[src/rtl/avst_arb_pkg.sv]
// Shared types for the 2:1 Avalon-ST packet arbiter: FSM state, beat layout, default widths.
// No logic of its own; latency and backpressure are defined by the modules importing it.
package avst_arb_pkg;

  localparam int DATA_W_DEF     = 24;
  localparam int EMPTY_W_DEF    = 2;
  localparam int LEVEL_W_DEF    = 12;
  localparam int FIFO_DEPTH_DEF = 2048;
  localparam int MIN_SPACE_DEF  = 64;

  // Encoding doubles as the one-hot grant output.
  typedef enum logic [1:0] {
    IDLE  = 2'b00,
    LOCK0 = 2'b01,
    LOCK1 = 2'b10
  } arb_state_t;

  typedef struct packed {
    logic                   sop;
    logic                   eop;
    logic [EMPTY_W_DEF-1:0] empty;
    logic [DATA_W_DEF-1:0]  data;
  } beat_t;

  function automatic logic [15:0] sat_add16(input logic [15:0] a, input logic [1:0] b);
    logic [16:0] sum;
    sum = {1'b0, a} + {15'd0, b};
    return sum[16] ? 16'hFFFF : sum[15:0];
  endfunction

endpackage

[src/rtl/avst_pipe_reg.sv]
// One-stage valid/ready output register carrying a whole beat.
// Latency 1 cycle, full throughput; upstream ready = out_ready | ~out_valid.
module avst_pipe_reg
  import avst_arb_pkg::*;
#(
  parameter type T = beat_t
) (
  input  logic clock,
  input  logic reset_n,
  input  logic in_valid,
  output logic in_ready,
  input  T     in_beat,
  output logic out_valid,
  input  logic out_ready,
  output T     out_beat
);

  assign in_ready = out_ready | ~out_valid;

  always_ff @(posedge clock or negedge reset_n) begin
    if (!reset_n) begin
      out_valid <= 1'b0;
      out_beat  <= '0;
    end else if (in_ready) begin
      out_valid <= in_valid;
      if (in_valid) begin
        out_beat <= in_beat;
      end
    end
  end

endmodule

[src/rtl/avst_packet_arbiter_2to1.sv]
// Packet-level round-robin 2:1 arbiter in front of the video FIFO; drops orphan beats.
// Latency 1 cycle plus 1-cycle grant bubble; stalls only on out_ready once a packet starts.
module avst_packet_arbiter_2to1
  import avst_arb_pkg::*;
#(
  parameter int DATA_W     = DATA_W_DEF,
  parameter int EMPTY_W    = EMPTY_W_DEF,
  parameter int LEVEL_W    = LEVEL_W_DEF,
  parameter int FIFO_DEPTH = FIFO_DEPTH_DEF,
  parameter int MIN_SPACE  = MIN_SPACE_DEF
) (
  input  logic               clock,
  input  logic               reset_n,
  input  logic [DATA_W-1:0]  in0_data,
  input  logic [EMPTY_W-1:0] in0_empty,
  input  logic               in0_sop,
  input  logic               in0_eop,
  input  logic               in0_valid,
  output logic               in0_ready,
  input  logic [DATA_W-1:0]  in1_data,
  input  logic [EMPTY_W-1:0] in1_empty,
  input  logic               in1_sop,
  input  logic               in1_eop,
  input  logic               in1_valid,
  output logic               in1_ready,
  output logic [DATA_W-1:0]  out_data,
  output logic [EMPTY_W-1:0] out_empty,
  output logic               out_sop,
  output logic               out_eop,
  output logic               out_valid,
  input  logic               out_ready,
  input  logic [LEVEL_W-1:0] fifo_level,
  output logic [1:0]         grant,
  output logic [15:0]        drop_count
);

  localparam int LVL_W1 = LEVEL_W + 1;

  typedef struct packed {
    logic               sop;
    logic               eop;
    logic [EMPTY_W-1:0] empty;
    logic [DATA_W-1:0]  data;
  } lane_beat_t;

  arb_state_t  state;
  logic        last_grant;
  logic        req0, req1, space_ok;
  logic        drop0, drop1;
  logic        pipe_in_valid, pipe_in_ready;
  logic [LVL_W1-1:0] level_need;
  lane_beat_t  in0_beat, in1_beat, pipe_in_beat, pipe_out_beat;

  assign req0 = in0_valid & in0_sop;
  assign req1 = in1_valid & in1_sop;

  // One extra bit so a near-full level plus the margin cannot wrap into "space available".
  assign level_need = {1'b0, fifo_level} + LVL_W1'(MIN_SPACE);
  assign space_ok   = (level_need <= LVL_W1'(FIFO_DEPTH));

  assign drop0 = (state != LOCK0) & in0_valid & ~in0_sop;
  assign drop1 = (state != LOCK1) & in1_valid & ~in1_sop;

  assign in0_ready = reset_n & ((state == LOCK0) ? pipe_in_ready : drop0);
  assign in1_ready = reset_n & ((state == LOCK1) ? pipe_in_ready : drop1);

  assign in0_beat = '{sop: in0_sop, eop: in0_eop, empty: in0_empty, data: in0_data};
  assign in1_beat = '{sop: in1_sop, eop: in1_eop, empty: in1_empty, data: in1_data};

  assign pipe_in_valid = ((state == LOCK0) & in0_valid) | ((state == LOCK1) & in1_valid);
  assign pipe_in_beat  = (state == LOCK1) ? in1_beat : in0_beat;

  always_ff @(posedge clock or negedge reset_n) begin
    if (!reset_n) begin
      state      <= IDLE;
      last_grant <= 1'b1;
    end else begin
      case (state)
        IDLE: begin
          if (space_ok) begin
            if (req0 && (!req1 || last_grant)) begin
              state      <= LOCK0;
              last_grant <= 1'b0;
            end else if (req1) begin
              state      <= LOCK1;
              last_grant <= 1'b1;
            end
          end
        end
        LOCK0: if (in0_valid && pipe_in_ready && in0_eop) state <= IDLE;
        LOCK1: if (in1_valid && pipe_in_ready && in1_eop) state <= IDLE;
        default: state <= IDLE;
      endcase
    end
  end

  always_ff @(posedge clock or negedge reset_n) begin
    if (!reset_n) begin
      drop_count <= 16'd0;
    end else begin
      drop_count <= sat_add16(drop_count, {1'b0, drop0} + {1'b0, drop1});
    end
  end

  assign grant = state;

  avst_pipe_reg #(
    .T(lane_beat_t)
  ) u_pipe (
    .clock     (clock),
    .reset_n   (reset_n),
    .in_valid  (pipe_in_valid),
    .in_ready  (pipe_in_ready),
    .in_beat   (pipe_in_beat),
    .out_valid (out_valid),
    .out_ready (out_ready),
    .out_beat  (pipe_out_beat)
  );

  assign out_data  = pipe_out_beat.data;
  assign out_empty = pipe_out_beat.empty;
  assign out_sop   = pipe_out_beat.sop;
  assign out_eop   = pipe_out_beat.eop;

endmodule
[config.mk]
export PLATFORM = sky130hd
export DESIGN_NAME = avst_packet_arbiter_2to1
export DESIGN_NICKNAME = d
export VERILOG_FILES = /design/src/rtl/avst_arb_pkg.sv /design/src/rtl/avst_pipe_reg.sv /design/src/rtl/avst_packet_arbiter_2to1.sv
export SDC_FILE = /design/constraint.sdc
export NUM_CORES = 1
export LEC_CHECK = 0
export CORE_MARGIN = 5
export CORE_UTILIZATION = 36
export DETAILED_ROUTE_END_ITERATION = 8
export PLACE_DENSITY = 0.75
export SYNTH_ARGS = -nofsm -noshare
export SYNTH_HDL_FRONTEND = slang
export SYNTH_HIERARCHICAL = 1
export SYNTH_SLANG_ARGS = --single-unit
[constraint.sdc]
create_clock -name clock -period 2.45 [get_ports clock]
set_input_delay 0.49 -clock clock [delete_from_list [all_inputs] [get_ports clock]]
set_output_delay 0.49 -clock clock [all_outputs]
set_load 0.005 [all_outputs]
# Yosys cells after proc, flatten, opt, wreduce, memory -nomap -nowiden

Index checks and enable logic that the tools add are counted.

Bits in registers: 48
Input bits: 73
Output and inout port bits: 49

Add/sub/neg operators: 3
$lt $le $gt $ge: 1
Equal/unequal tests: 8
Mux-type cells: 12
Bitwise logic cells: 15
Reductions and logical operators: 12

Operator list:

| kind                                                                               | number |
|---|---|
| 28-bit two-way mux                                                                 | 1 |
| 16-bit by 2-bit adder with 17-bit output                                           | 1 |
| 16-bit two-way mux                                                                 | 1 |
| 12-bit by 7-bit adder with 13-bit output, second input constant                    | 1 |
| 13-bit by 12-bit less-or-equal comparator with 1-bit output, second input constant | 1 |
| 1-bit AND                                                                          | 10 |
| 2-bit two-way mux                                                                  | 5 |
| 2-bit by 1-bit inequality test with 1-bit output, second input constant            | 3 |
| 2-bit case mux with 3 select lines                                                 | 1 |
| 1-bit logical AND                                                                  | 5 |
| 1-bit two-way mux                                                                  | 4 |
| 2-bit inequality test, second input constant                                       | 2 |
| 4-bit AND reduction                                                                | 1 |
| 3-bit inequality test, second input constant                                       | 1 |
| 1-bit NOT                                                                          | 3 |
| 3-bit AND reduction                                                                | 1 |
| 1-bit by 1-bit adder with 2-bit output                                             | 1 |
| 2-bit by 1-bit equality test with 1-bit output, second input constant              | 1 |
| 2-bit equality test, second input constant                                         | 1 |
| 2-bit zero test                                                                    | 1 |
| 1-bit OR                                                                           | 2 |
| 2-bit AND reduction                                                                | 1 |
| 2-bit nonzero test                                                                 | 1 |
| 1-bit zero test                                                                    | 1 |
| 1-bit logical OR                                                                   | 1 |

# Logic depth before layout (Yosys ltp)

Gate-level depths: netlist (run 1).

Depth after elaboration: 7
Mapped depth: 11

# Cells and area by module

Netlist (run 1), hierarchy kept.

By module, submodules not included:

| module                   | times used | cells each | area each (um^2) | sequential area each (um^2) |
|---|---|---|---|---|
| avst_packet_arbiter_2to1 | 1          | 140        | 1,403.8          | 476.7 |
| avst_pipe_reg            | 1          | 62         | 1,169.9          | 725.7 |

# Worst setup path after synthesis (run 1)

Ideal clock, no wire load.

Path kind: reg-to-reg
Start: reg state[1], in the netlist grant[1]
End: reg drop_count[3]
Library setup time: 65 ps
Arrival time: 2,469 ps
Slack: -84 ps
Stages on the path, launching flop included: 12
Clock period less this slack: 2,534 ps
Cells stage by stage: dfrtp_1 > nor2b_1 > clkbuf_1 > or3b_2 > fa_1 > inv_1 > ha_1 > nand3_1 > nor2_1 > nand3_1 > buf_2 > nand2_1

Longest elaborated chain between the ends: 6
Elaborated cells on any way between the ends: 9
Classes of those cells: add/sub: 2; eq/ne: 2; mux: 1; bitwise: 4

RTL lines:

| item                                                                                             | RTL line                                                       | text |
|---|---|---|
| from (decl)                                                                                      | avst_packet_arbiter_2to1.sv:46                                 | `arb_state_t state;` |
| from (signal assigned)                                                                           | avst_packet_arbiter_2to1.sv:75                                 | `state <= IDLE;` |
| from (signal assigned)                                                                           | avst_packet_arbiter_2to1.sv:82                                 | `state <= LOCK0;` |
| from (signal assigned)                                                                           | avst_packet_arbiter_2to1.sv:85                                 | `state <= LOCK1;` |
| 2-bit by 1-bit inequality test with 1-bit output / 2-bit inequality test (equally long branches) | avst_packet_arbiter_2to1.sv:61, avst_packet_arbiter_2to1.sv:62 |  |
| 1-bit AND, on equally long branches (2 in a row)                                                 | avst_packet_arbiter_2to1.sv:61, avst_packet_arbiter_2to1.sv:62 |  |
| 1-bit by 1-bit adder with 2-bit output *                                                         | avst_packet_arbiter_2to1.sv:101                                | `drop_count <= sat_add16(drop_count, {1'b0, drop0} + {1'b0, drop1});` |
| 16-bit by 2-bit adder with 17-bit output *                                                       | avst_arb_pkg.sv:27                                             | `sum = {1'b0, a} + {15'd0, b};` |
| 16-bit two-way mux *                                                                             | avst_arb_pkg.sv:28                                             | `return sum[16] ? 16'hFFFF : sum[15:0];` |
| to (signal assigned)                                                                             | avst_packet_arbiter_2to1.sv:101                                |  |
| to (decl)                                                                                        | avst_packet_arbiter_2to1.sv:34                                 | `output logic [15:0] drop_count` |

Mark *: on every way between the ends. The rest lies on a longest branch, timed or not.
A chain may end at the register's enable or synchronous reset.

# Worst setup path in the final report (run 1)

Start: reg state[1], in the netlist grant[1]
End: reg drop_count[15]

The elaborated chain is that of the path after synthesis.

==> results of run 1 <==
-- through the flow --
step	worst slack [ns]	utilization
after CTS	0.0316	0.603
after global routing	-0.0490	0.608
final	0.0658	0.608
after detailed placement	-0.575	0.583
after floorplan	0.000437	-
after global placement	-0.491	0.583
-- layout make-up --
| type | count | area (sq um) | area share |
|---|---|---|---|
| clock buffer | 6 | 72.6 | 0.0174 |
| clock inverter | 2 | 35.0 | 0.00839 |
| inverter | 6 | 22.5 | 0.00539 |
| multi-input combinational | 141 | 1370 | 0.329 |
| sequential | 48 | 1200 | 0.288 |
| tap | 96 | 120 | 0.0288 |
| timing repair buffer | 138 | 1350 | 0.323 |
-- kinds of logic (layout without fill, tap and decap cells) --
| kind of cell | count (synthesis) | count (layout) | share of synthesized area |
|---|---|---|---|
| AND/OR/NAND/NOR | 57 | 57 | 0.136 |
| flip-flops | 48 | 48 | 0.467 |
| adder cells (fa/ha/maj) | 2 | 2 | 0.0126 |
| multiplexers | 59 | 59 | 0.287 |
| buffers and inverters | 13 | 152 | 0.0267 |
| XOR/XNOR | 10 | 10 | 0.0340 |
| AO/OA/AOI/OAI | 13 | 13 | 0.0370 |
-- metal layers --
metal | vias up | part of all wire | global-route usage
met2 | 64 | 0.51 | 0.274
met1 | 997 | 0.41 | 0.185
li1 | 991 | - | -
met4 | 0 | 0.0058 | 0.0288
met3 | 5 | 0.071 | 0.0422
met5 | - | 0 | 0
-- cell usage in the layout (no fill, tap or decap), types with 4 or more instances in the layout --
master           netlist  routed
mux2_2                37      37
nand2_1               17      17
nor3_1                 5       4
clkdlybuf4s50_1        0     114
inv_1                  6       5
nor2_1                 5       4
dfrtp_1               47      47
dlygate4sd2_1          0       4
nand3_1                9       8
xnor2_1                8       8
mux2_4                20      21
buf_4                  0      15
clkbuf_8               0       5
-- cells in the mapped netlist, drive strengths merged, types with 2 or more instances --
cell type / n
a21boi: 2
a22o: 2
a31oi: 2
and3: 3
buf: 6
dfrtp: 47
inv: 6
mux2: 58
nand2: 18
nand2b: 3
nand3: 9
nand4: 3
nor2: 5
nor2b: 3
nor3: 5
nor4: 3
o21ai: 2
or3b: 2
xnor2: 8
xor2: 2
-- report_power, final --
group	internal, W	switching [W]	total (W)
combinational	0.00134	0.000630	0.00197
clock	0.000303	0.000255	0.000559
sequential	0.00111	0.000233	0.00135
total	0.00276	0.00112	0.00387
-- path summary, 6_finish.rpt --
check,start,end,slack (ns)
max in group asynchronous,reset_n,last_grant,1.95
worst max-delay path,grant[1],drop_count[15],0.07
worst min-delay path,reset_n,drop_count[5],0.22
min in group clock,u_pipe/out_beat[21],u_pipe/out_beat[21],0.51
worst max register to register,grant[1],drop_count[15],0.07
worst min register to register,u_pipe/out_beat[21],u_pipe/out_beat[21],0.51
-- critical path, stage by stage, from the launching register on --
cell and delay, ns:
dfrtp_1 0.41, nor2b_4 0.14, or3b_4 0.40, fa_2 0.39
nand3b_1 0.24, nor4_4 0.26, nand3_1 0.13, mux2_4 0.31
-- timing repair --
item,in CTS,in global routing
endpoints found under the setup margin,18,16
resized for setup,13,6
pin swaps,0,4
buffers inserted,0,1
-- state kept, by name, summed over array words and instances, names as in the netlist --
signal            count
last_grant            1
u_pipe/out_valid      1
u_pipe/out_beat      28
grant                 2
drop_count           16
==> impl_results.md, run 1 <==
* Design Area, Final at 4180 sq um
* HPWL after detailed placement at 5200 um
* # hold bufs at CTS at 0
* Port-buffer cells at 121
* Vias in the first global route at 2231
* Register area share after synthesis at 0.467
* Clock-pin slew on the worst setup and hold paths at 0.09 ns
* Synth Cell Area at 2570 sq um
* Static Leak at 1.85 nW
* Final Power at 0.00387 W
* H-tree levels at 2
* DRC violations left at 0
* Tot GR Track Use at 0.153
* CTS tree: done
* Outcome: finished clean
* Fin crit share at 0.973
* Arrival @ worst endpoint at 2.57 ns
* Drt pass-1 iters at 4
* Setup TNS at 0 ns
* Core Region at 6870 sq um
* FP Rows at 30
* Routed vias/inst at 4.71
* Predominant post-synthesis flop cell: dfrtp_1
* Max IR drop VDD at 0.000420 V
* Initial DRC count at 31
* Worst Reg-to-Reg Cells at 7
* Synth warn at 6
* Syn_nets at 277
* Layout Cells excl Fill at 437
* Max FO, Critical Path at 4
* Initial antenna violation count at 0
* RSZ-0062 raised after global routing: true
* Layout cells sized above 1 at 0.296
* Pwr Density at 928 nW/um^2
* Largest net degree at the start of global routing at 32
* Crit end category: flip-flop
* Largest cells by area after synthesis: dfrtp_1 (46%), mux2_2 (16%), mux2_4 (12%)
* Fill cell count at 582
* Post-DRT Antenna Nets at 0
* ANT cells at 0
* Average wire per standard cell at 15.4 um
* CTS Sinks at 48
* WP data required at 2.64 ns
* MaxCap Viol Count at 0
* Synthesized instance count at 202
* Final hold slack at 0.218 ns
* Clock Skew at 0.00873 ns
* Total routed wirelength at 6720 um
* Die extent in x at 94.6 um
* Placed cell count at 428
* GP Congestion at 0.834
* Critical path type: reg2reg
* EDFF count, synth at 0
* Unique masters post-synth at 41
* Worst-Margin Slew at 0.297 ns
* Post-Syn Area per Cell at 12.7 sq um
* Full die area at 8940 sq um
* Post-synth ARST share at 1.00
* Yosys reg bits at 48
* Gr ovfl total at 0
* Num CTS Buffers at 5
* Die Ht at 94.6 um
* Synth area leader: dfrtp_1
* Maximum clock rate at 419 MHz
* Nets at 415
* First-pass GRT wire length at 10800 um
* Final min period at 2.38 ns
* Fin. Hold Viols at 0
* Area after DPL at 4010 sq um
* Initial Util at 0.375
* Clk buf depth at 2
* Final Max Slew Viols at 0
* Top-area cell type share of the netlist area at 0.457
* Hold crit path type: in2async
* Area grow syn2layout at 62.2%
* DR vias at 2057
* # setup viols final at 0
* Slew margin rel. at 0.800
* Startpoint types: flip-flop
* Worst skew pair latency at 0.29 ns
* IO Pins at 122
* CTS Root Cell: clkbuf_8
No activity file was read; power rests on OpenSTA's default activity.
==> inputs of run 2 (changes only) <==
--- a/config.mk
+++ b/config.mk
@@ -9,6 +9,7 @@
 export CORE_UTILIZATION = 36
 export DETAILED_ROUTE_END_ITERATION = 8
 export PLACE_DENSITY = 0.75
+export SLEW_MARGIN = 10
 export SYNTH_ARGS = -nofsm -noshare
 export SYNTH_HDL_FRONTEND = slang
 export SYNTH_HIERARCHICAL = 1
==> results of run 2 <==
Final layout, timing and power as in run 1 (identical DEF).
==> inputs of run 3 (changes only) <==
--- a/config.mk
+++ b/config.mk
@@ -8,6 +8,7 @@
 export CORE_MARGIN = 5
 export CORE_UTILIZATION = 36
 export DETAILED_ROUTE_END_ITERATION = 8
+export MAX_ROUTING_LAYER = met4
 export PLACE_DENSITY = 0.75
 export SLEW_MARGIN = 10
 export SYNTH_ARGS = -nofsm -noshare
==> run 3 against run 2 <==
  * Sequential power about the same
  * Maximum frequency decreased by 0.14%
  * Count of clock-buffer cells in the layout unchanged
  * Combinational power about the same
  * Via count up 0.44%
  * Wire length grew 0.80%
==> impl_results.md, run 3 (synthesis results as in run 1) <==
* Max reg flops at 28 (unchanged)
* Hold crit path type: in2async (unchanged)
* Die Ht at 94.6 um (unchanged)
* Final min period at 2.39 ns (was 2.38 ns)
* Layout cells sized above 1 at 0.296 (unchanged)
* Worst skew pair latency at 0.29 ns (about the same)
* ANT cells at 0 (unchanged)
* Fill cell count at 582 (unchanged)
* Total routed wirelength at 6770 um (was 6720 um)
* Slowest stage delay, CP at 0.41 ns (about the same)
* Worst path cell trace: nor2b_4, or3b_4, fa_2, nand3b_1, nor4_4, nand3_1, mux2_4 (unchanged)
* Num CTS Buffers at 5 (unchanged)
* MaxCap Viol Count at 0 (unchanged)
* Clock-pin slew on the worst setup and hold paths at 0.09 ns (about the same)
* Outcome: finished clean (unchanged)
* RSZ-0062 raised after global routing: true (unchanged)
* Final Max Slew Viols at 0 (unchanged)
* Fin util at 0.608 (unchanged)
* Nets at 415 (unchanged)
* # hold bufs at CTS at 0 (unchanged)
* Vias in the first global route at 2227 (was 2231)
* Fin. Hold Viols at 0 (unchanged)
* FP Rows at 30 (unchanged)
* IO Pins at 122 (unchanged)
* DR vias at 2066 (was 2057)
* Port-buffer cells at 121 (unchanged)
* Final Power at 0.00388 W (was 0.00387 W)
* GP Congestion at 0.847 (was 0.834)
* Drt pass-1 iters at 4 (unchanged)
* Maximum clock rate at 419 MHz (about the same)
* Pwr Density at 930 nW/um^2 (was 928 nW/um^2)
* Tot GR Track Use at 0.157 (was 0.153)
* CTS tree: done (unchanged)
* Startpoint types: flip-flop (unchanged)
* Worst-Margin Slew at 0.322 ns (was 0.297 ns)
* Max FO, Critical Path at 4 (unchanged)
* Fin crit share at 0.974 (was 0.973)
* WL met1 at 2860 um (was 2780 um)
* Largest net degree at the start of global routing at 32 (unchanged)
* Slew margin rel. at 0.786 (was 0.800)
* Area grow syn2layout at 62.2% (unchanged)
* Most frequent cells in the layout: clkdlybuf4s50_1 (114), dfrtp_1 (47), mux2_2 (37) (unchanged)
* WP data required at 2.64 ns (about the same)
* Routed vias/inst at 4.73 (was 4.71)
* Crit end category: flip-flop (unchanged)
* DRC violations left at 0 (unchanged)
* Setup TNS at 0 ns (unchanged)
* Critical path type: reg2reg (unchanged)
* First-pass GRT wire length at 10800 um (about the same)
* CP max stage cell: dfrtp_1 (unchanged)
* Clk buf depth at 2 (unchanged)
* HPWL after detailed placement at 5200 um (unchanged)
* Static Leak at 1.85 nW (unchanged)
* CTS Root Cell: clkbuf_8 (unchanged)
* # setup viols final at 0 (unchanged)
* Initial antenna violation count at 0 (unchanged)
* Die extent in x at 94.6 um (unchanged)
* H-tree levels at 2 (unchanged)
* Gr ovfl total at 0 (unchanged)
* Arrival @ worst endpoint at 2.57 ns (about the same)
* Biggest register: u_pipe/out_beat (unchanged)
* Post-DRT Antenna Nets at 0 (unchanged)
* Core Region at 6870 sq um (unchanged)
* Average wire per standard cell at 15.5 um (was 15.4 um)
* WL met2 at 3420 um (about the same)
* Clock Skew at 0.0116 ns (was 0.00873 ns)
* Max IR drop VDD at 0.000421 V (was 0.000420 V)
* DR WL met3 at 446 um (was 479 um)
* Initial DRC count at 44 (was 31)
* Initial Util at 0.375 (unchanged)
* CTS Sinks at 48 (unchanged)
* Commonest non-fill, non-tap cell in the layout: clkdlybuf4s50_1 (unchanged)
* Top Metal Used: met4 (unchanged)
* Full die area at 8940 sq um (unchanged)
[run 3: worst paths after layout]
kind / slack (ns) / cells after the start / startpoint / to
min in group clock: 0.51 / 1 / u_pipe/out_beat[21] / u_pipe/out_beat[21]
setup / recovery: 0.06 / 7 / grant[1] / drop_count[15]
setup reg to reg: 0.06 / 7 / grant[1] / drop_count[15]
hold / removal: 0.21 / 2 / reset_n / drop_count[5]
hold reg to reg: 0.51 / 1 / u_pipe/out_beat[21] / u_pipe/out_beat[21]
max in group asynchronous: 1.95 / 2 / reset_n / last_grant
[run 3: repair_timing]
action / in CTS / in global routing
gates cloned: 0 / 0
setup buffers: 0 / 1
endpoints found under the setup margin: 18 / 16
gates resized for setup: 13 / 6
pin swaps: 0 / 4
[run 3: stage by stage]
step	std cells	setup slack, ns	area [sq um]	hold WS (ns)
6_report	437	0.0625	4180	0.215
5_1_grt	437	-0.0486	4180	0.244
4_1_cts	436	0.0316	4140	0.222
3_5_place_dp	428	-0.575	4010	0.491
3_3_place_gp	428	-0.491	4010	0.486
2_1_floorplan	202	0.000437	2590	0.194
[run 3: routing by layer]
metal	vias up	track usage
li1	991	-
met1	1002	0.185
met2	68	0.275
met3	5	0.0375
met4	0	0.0288
met5	-	-
[run 3: critical path, delay by kind of cell, from the launching register on]
| family | cells | cell delay [ns] |
|---|---|---|
| AND/OR/NAND/NOR | 5 | 1.17 |
| flip-flops | 1 | 0.41 |
| adder cells (fa/ha/maj) | 1 | 0.39 |
| multiplexers | 1 | 0.31 |
[run 3: final cells by class]
cell class / count / area, sq um / area share
multi-input cells: 141 / 1370 / 0.329
repair buffers: 138 / 1350 / 0.323
flip-flops and latches: 48 / 1200 / 0.288
well taps: 96 / 120 / 0.0288
clock buffers: 6 / 72.6 / 0.0174
clock inverters: 2 / 35.0 / 0.00839
inverters: 6 / 22.5 / 0.00539
[run 3: report_power, final]
part / switching (W) / total (W) / internal (W) / leakage (nW)
Clock: 0.000258 / 0.000562 / 0.000303 / 0.0552
Combinational: 0.000631 / 0.00197 / 0.00134 / 1.21
Sequential: 0.000236 / 0.00135 / 0.00111 / 0.588
Total: 0.00113 / 0.00388 / 0.00276 / 1.85
